`src/rtl/xnor_sum_argmax.sv`:
```
// Sequential argmax over the M packed lane sums from the XNOR-accumulate layer.
// Define ARGMAX_SIGNED_EN to treat lanes as two's-complement. Leave it undefined for unsigned lanes.
module xnor_sum_argmax #(
    parameter int unsigned M  = 4,
    parameter int unsigned W  = 4,
    parameter int unsigned IW = (M > 1) ? $clog2(M) : 1
) (
    input  logic             clk,
    input  logic             rst,
    input  logic             enable,
    input  logic             start,
    input  logic [W*M-1:0]   sums,
    output logic             busy,
    output logic             done,
    output logic [IW-1:0]    class_idx,
    output logic [W-1:0]     max_val
);

    localparam logic [IW-1:0] LAST = IW'(M - 1);

    typedef enum logic {
        IDLE = 1'b0,
        SCAN = 1'b1
    } state_t;

    state_t          state;
    state_t          state_next;

    logic [W*M-1:0]  sums_q;
    logic [W-1:0]    best_val;
    logic [IW-1:0]   best_idx;
    logic [IW-1:0]   cnt;

    logic [W*M-1:0]  sums_n;
    logic [W-1:0]    best_val_n;
    logic [IW-1:0]   best_idx_n;
    logic [IW-1:0]   cnt_n;
    logic            busy_n;
    logic            done_n;
    logic [IW-1:0]   class_idx_n;
    logic [W-1:0]    max_val_n;

    logic [W-1:0]    lanes_c [M];
    logic [W-1:0]    lane_c;
    logic            gt_c;

    // Unpack the latched vector so the current lane can be selected by cnt
    always_comb begin
        for (int k = 0; k < int'(M); k++) begin
            lanes_c[k] = sums_q[k*W +: W];
        end
    end

    assign lane_c = lanes_c[cnt];

    // Strictly-greater compare, so ties keep the lowest index
`ifdef ARGMAX_SIGNED_EN
    assign gt_c = $signed(lane_c) > $signed(best_val);
`else
    assign gt_c = lane_c > best_val;
`endif

    // State register
    always_ff @(posedge clk or negedge rst) begin
        if (!rst) begin
            state <= IDLE;
        end else if (enable) begin
            state <= state_next;
        end
    end

    // Next-state logic
    always_comb begin
        state_next = state;
        case (state)
            IDLE: begin
                if (start && (M > 1)) begin
                    state_next = SCAN;
                end
            end
            SCAN: begin
                if (cnt == LAST) begin
                    state_next = IDLE;
                end
            end
            default: state_next = IDLE;
        endcase
    end

    // Output and datapath next values; done defaults low so it lasts one enabled cycle
    always_comb begin
        sums_n      = sums_q;
        best_val_n  = best_val;
        best_idx_n  = best_idx;
        cnt_n       = cnt;
        busy_n      = busy;
        done_n      = 1'b0;
        class_idx_n = class_idx;
        max_val_n   = max_val;
        case (state)
            IDLE: begin
                if (start) begin
                    sums_n     = sums;
                    best_val_n = sums[W-1:0];
                    best_idx_n = '0;
                    cnt_n      = IW'(1);
                    if (M == 1) begin
                        done_n      = 1'b1;
                        class_idx_n = '0;
                        max_val_n   = sums[W-1:0];
                    end else begin
                        busy_n = 1'b1;
                    end
                end
            end
            SCAN: begin
                if (gt_c) begin
                    best_val_n = lane_c;
                    best_idx_n = cnt;
                end
                cnt_n = cnt + IW'(1);
                if (cnt == LAST) begin
                    busy_n      = 1'b0;
                    done_n      = 1'b1;
                    class_idx_n = gt_c ? cnt : best_idx;
                    max_val_n   = gt_c ? lane_c : best_val;
                end
            end
            default: begin
                busy_n = 1'b0;
            end
        endcase
    end

    // Datapath and output registers; all hold while enable is low
    always_ff @(posedge clk or negedge rst) begin
        if (!rst) begin
            sums_q    <= '0;
            best_val  <= '0;
            best_idx  <= '0;
            cnt       <= '0;
            busy      <= 1'b0;
            done      <= 1'b0;
            class_idx <= '0;
            max_val   <= '0;
        end else if (enable) begin
            sums_q    <= sums_n;
            best_val  <= best_val_n;
            best_idx  <= best_idx_n;
            cnt       <= cnt_n;
            busy      <= busy_n;
            done      <= done_n;
            class_idx <= class_idx_n;
            max_val   <= max_val_n;
        end
    end

endmodule

```
`config.mk`:
```
export PLATFORM = sky130hd
export DESIGN_NAME = xnor_sum_argmax
export DESIGN_NICKNAME = d
export VERILOG_FILES = /design/src/rtl/xnor_sum_argmax.sv
export SDC_FILE = /design/constraint.sdc
export NUM_CORES = 1
export LEC_CHECK = 0
export ABC_AREA = 1
export CAP_MARGIN = 5
export CORE_AREA = 4 4 91 50
export DETAILED_ROUTE_END_ITERATION = 16
export DIE_AREA = 0 0 95 54
export GPL_ROUTABILITY_DRIVEN = 0
export PLACE_DENSITY_LB_ADDON = 0.25
export SYNTH_ARGS = -nofsm -noshare
export SYNTH_HDL_FRONTEND = slang
export SYNTH_SLANG_ARGS = --single-unit
```
`constraint.sdc`:
```
create_clock -name clk -period 2.2 [get_ports clk]
set_input_delay 0.22 -clock clk [delete_from_list [all_inputs] [get_ports clk]]
set_output_delay 0.22 -clock clk [all_outputs]
set_load 0.02 [all_outputs]
```
==> results.ini <==
[clock_tree]
htree_levels = 2
cts_buffer_depth = 2
clock_latency_ns = 0.28
cts_hold_buf = 0
cts_buffers = 5
cts_tree = done
cts.clk_slew.worst_paths_ns = 0.07
cts_root_buffer = clkbuf_8
cts.sinks = 33

[finish]
finalNetCount = 279
area_delta_synth_final_pct = 22.7
drive_above_1_share_pct = 17.7
nFillCells = 346
fin_cells = 308
postLayoutCellArea_um2 = 2240
diodes = 0

[placement]
dp_hpwl_mm = 2.82
pre_cts_slack_ns = 0.0515
dp.cells = 300
io_buffers = 27
place_area_um2 = 2120

[synth]
synth.area.top_cells = dfrtp_1 45%, nand2_1 16%, inv_1 7.0%
synth_edf_count = 0
synth_ff_type = dfrtp_1
synth_cells = 222
synth_top_cells_by_count = 80 x nand2_1, 34 x inv_1, 33 x dfrtp_1
yosysMostFrequentCell = nand2_1
yosysWarnings = 0
syn-cell-area_um2 = 1830
synth_top_cell_by_area = dfrtp_1
synth_top_area_share_pct = 45.2
synth_cell_type_count = 18
ys_async_sr_fraction_pct = 100
synth-seq-area-share_pct = 45.2
synth-seq-cells = 33
synth_nets = 247
syn_area_per_cell_um2 = 8.22

[global_routing]
grt_pass1_wl_mm = 6.24
grt_pass1_vias = 1356
grt_max_degree = 34
busiest_layer = met1
grt.total_usage_pct = 16.6
antenna_found_initial = 0
met1_usage_pct = 24.5
grt_use_met3_pct = 6.15
grtUsageMet2_pct = 21.9
grt_overflow_total = 0

[drt]
antenna_left = 0
first_iter_violations = 124
vias_per_cell = 4.81
finalWirelength_mm = 3.84
route.vias.total = 1483
drc = 0
drtPass1Iterations = 4
wl_per_cell_um = 12.5

[floorplan]
initial_core_util_pct = 48.5
rows = 16
core_um2 = 3760
fp.dieW_um = 95
die_height_um = 54
die_area_um2 = 5130
ioPinCount = 28

[critical_path]
reg2reg_to = best_val[2]
cp.required_ns = 2.38
critPathKind = flop to flop
cp-start-kind = flop
cp_data_arrival_time_ns = 2.23
crit_start = cnt[0]
ff2ff_path_depth = 14
r2r_slack_ns = 0.15
critPathMaxFanout = 9
worstSetupEndpointType = flop
timing.rr.start = cnt[0]

[timing]
setup_tns_ns = 0
setup_violations = 0
relSlewSlack_pct = 69.4
fin_crit_sh_pct = 93.2
finClkSkew_ns = 0.00580
tightest_slew_ns = 0.457
hold_viol = 0
fmax_mhz = 488
slew_viol_final = 0
timing.final.ws_setup_ns = 0.150
fin_crit_ns = 2.05

[job]
cap_viol_max_count = 0

[worst_hold_path]
hold_path.class = primary input to async pin

[power_and_ir_drop]
p_total_w = 0.00353
leakage_nw = 1.16
vdd_ir_drop_max_uv = 480
powerDensity_nw_per_um2 = 1570

[status]
status = complete, no violations

-- cell type report --
| type | instances | area [um2] | area share, % |
|---|---|---|---|
| inverters | 37 | 141 | 6.31 |
| clock buffers | 5 | 68.8 | 3.07 |
| flip-flops and latches | 33 | 827 | 36.9 |
| well taps | 54 | 67.6 | 3.02 |
| multi-input cells | 147 | 795 | 35.5 |
| repair buffers | 30 | 305 | 13.6 |
| clock inverters | 2 | 35.0 | 1.56 |
-- how the worst max path moves through the flow --
stage,to,slack [ns],depth (start not counted)
global route,best_idx[1],-0.006,13
floorplan,best_idx[1],0.43,14
detailed placement,best_idx[1],0.05,14
global placement,best_val[0],0.12,14
finish,best_val[2],0.15,14
CTS,best_val[0],0.03,14
-- critical path: stages (launching register included) --
cell     delay (ns)
dfrtp_2        0.48
inv_4          0.13
nand2_1        0.07
nand3_1        0.07
nand2_1        0.08
ha_1           0.30
nand2_1        0.06
inv_1          0.10
nand2_1        0.09
nand2_2        0.11
nand2_2        0.12
nand2_1        0.10
nand3_1        0.12
nand2_1        0.09
nand2_1        0.04
-- cell usage in the layout (no fill, tap or decap), drive strengths merged --
| cell | n |
|---|---|
| a21oi | 13 |
| o21ai | 11 |
| bufinv | 1 |
| clkbuf | 5 |
| nand2 | 83 |
| or2 | 1 |
| dfrtp | 33 |
| clkdlybuf4s50 | 27 |
| ha | 5 |
| nand3 | 21 |
| clkinv | 1 |
| inv | 37 |
| nor2 | 13 |
| buf | 3 |
-- metrics by stage --
step	hold WS (ns)	utilization, %
2_1_floorplan	-0.0756	-
3_3_place_gp	0.455	56.3
3_5_place_dp	0.458	56.3
4_1_cts	0.354	59.1
5_1_grt	0.376	59.5
6_report	0.337	59.5
-- state kept, by name, summed over array words and instances, names as in the netlist, 2 cells and up --
register,cells
max_val,4
sums_q,16
best_val,4
best_idx,2
cnt,2
class_idx,2
-- routing by layer --
| metal | wire length [um] | up-vias |
|---|---|---|
| met5 | 0 | - |
| met1 | 1990 | 678 |
| li1 | - | 740 |
| met4 | 30 | 0 |
| met2 | 1450 | 60 |
| met3 | 369 | 5 |
-- kinds of logic (layout without fill, tap and decap cells) --
logic type                 Yosys count  in the layout  share of synthesized area [%]
DFF                                 33             33                           45.2
adders and majority gates            5              5                           3.43
AOI/OAI and AO/OA                   24             24                           9.87
buffers and inverters               42             74                           11.5
and+or+nand+nor                    118            118                           30.0
-- repair_timing --
action                                  in CTS  in global routing
cloned                                       0                  0
gates resized for setup                      1                  3
buffers inserted                             0                  1
endpoints found under the setup margin       4                 12
pin swaps                                    0                  0
-- power breakdown --
part	internal, W	leakage [nW]	switching [W]	total, W
Sequential	0.000894	0.390	0.000182	0.00108
Clock	0.000329	0.0540	0.000218	0.000547
Combinational	0.000705	0.716	0.00120	0.00190
No activity file was read; power rests on OpenSTA's default activity.
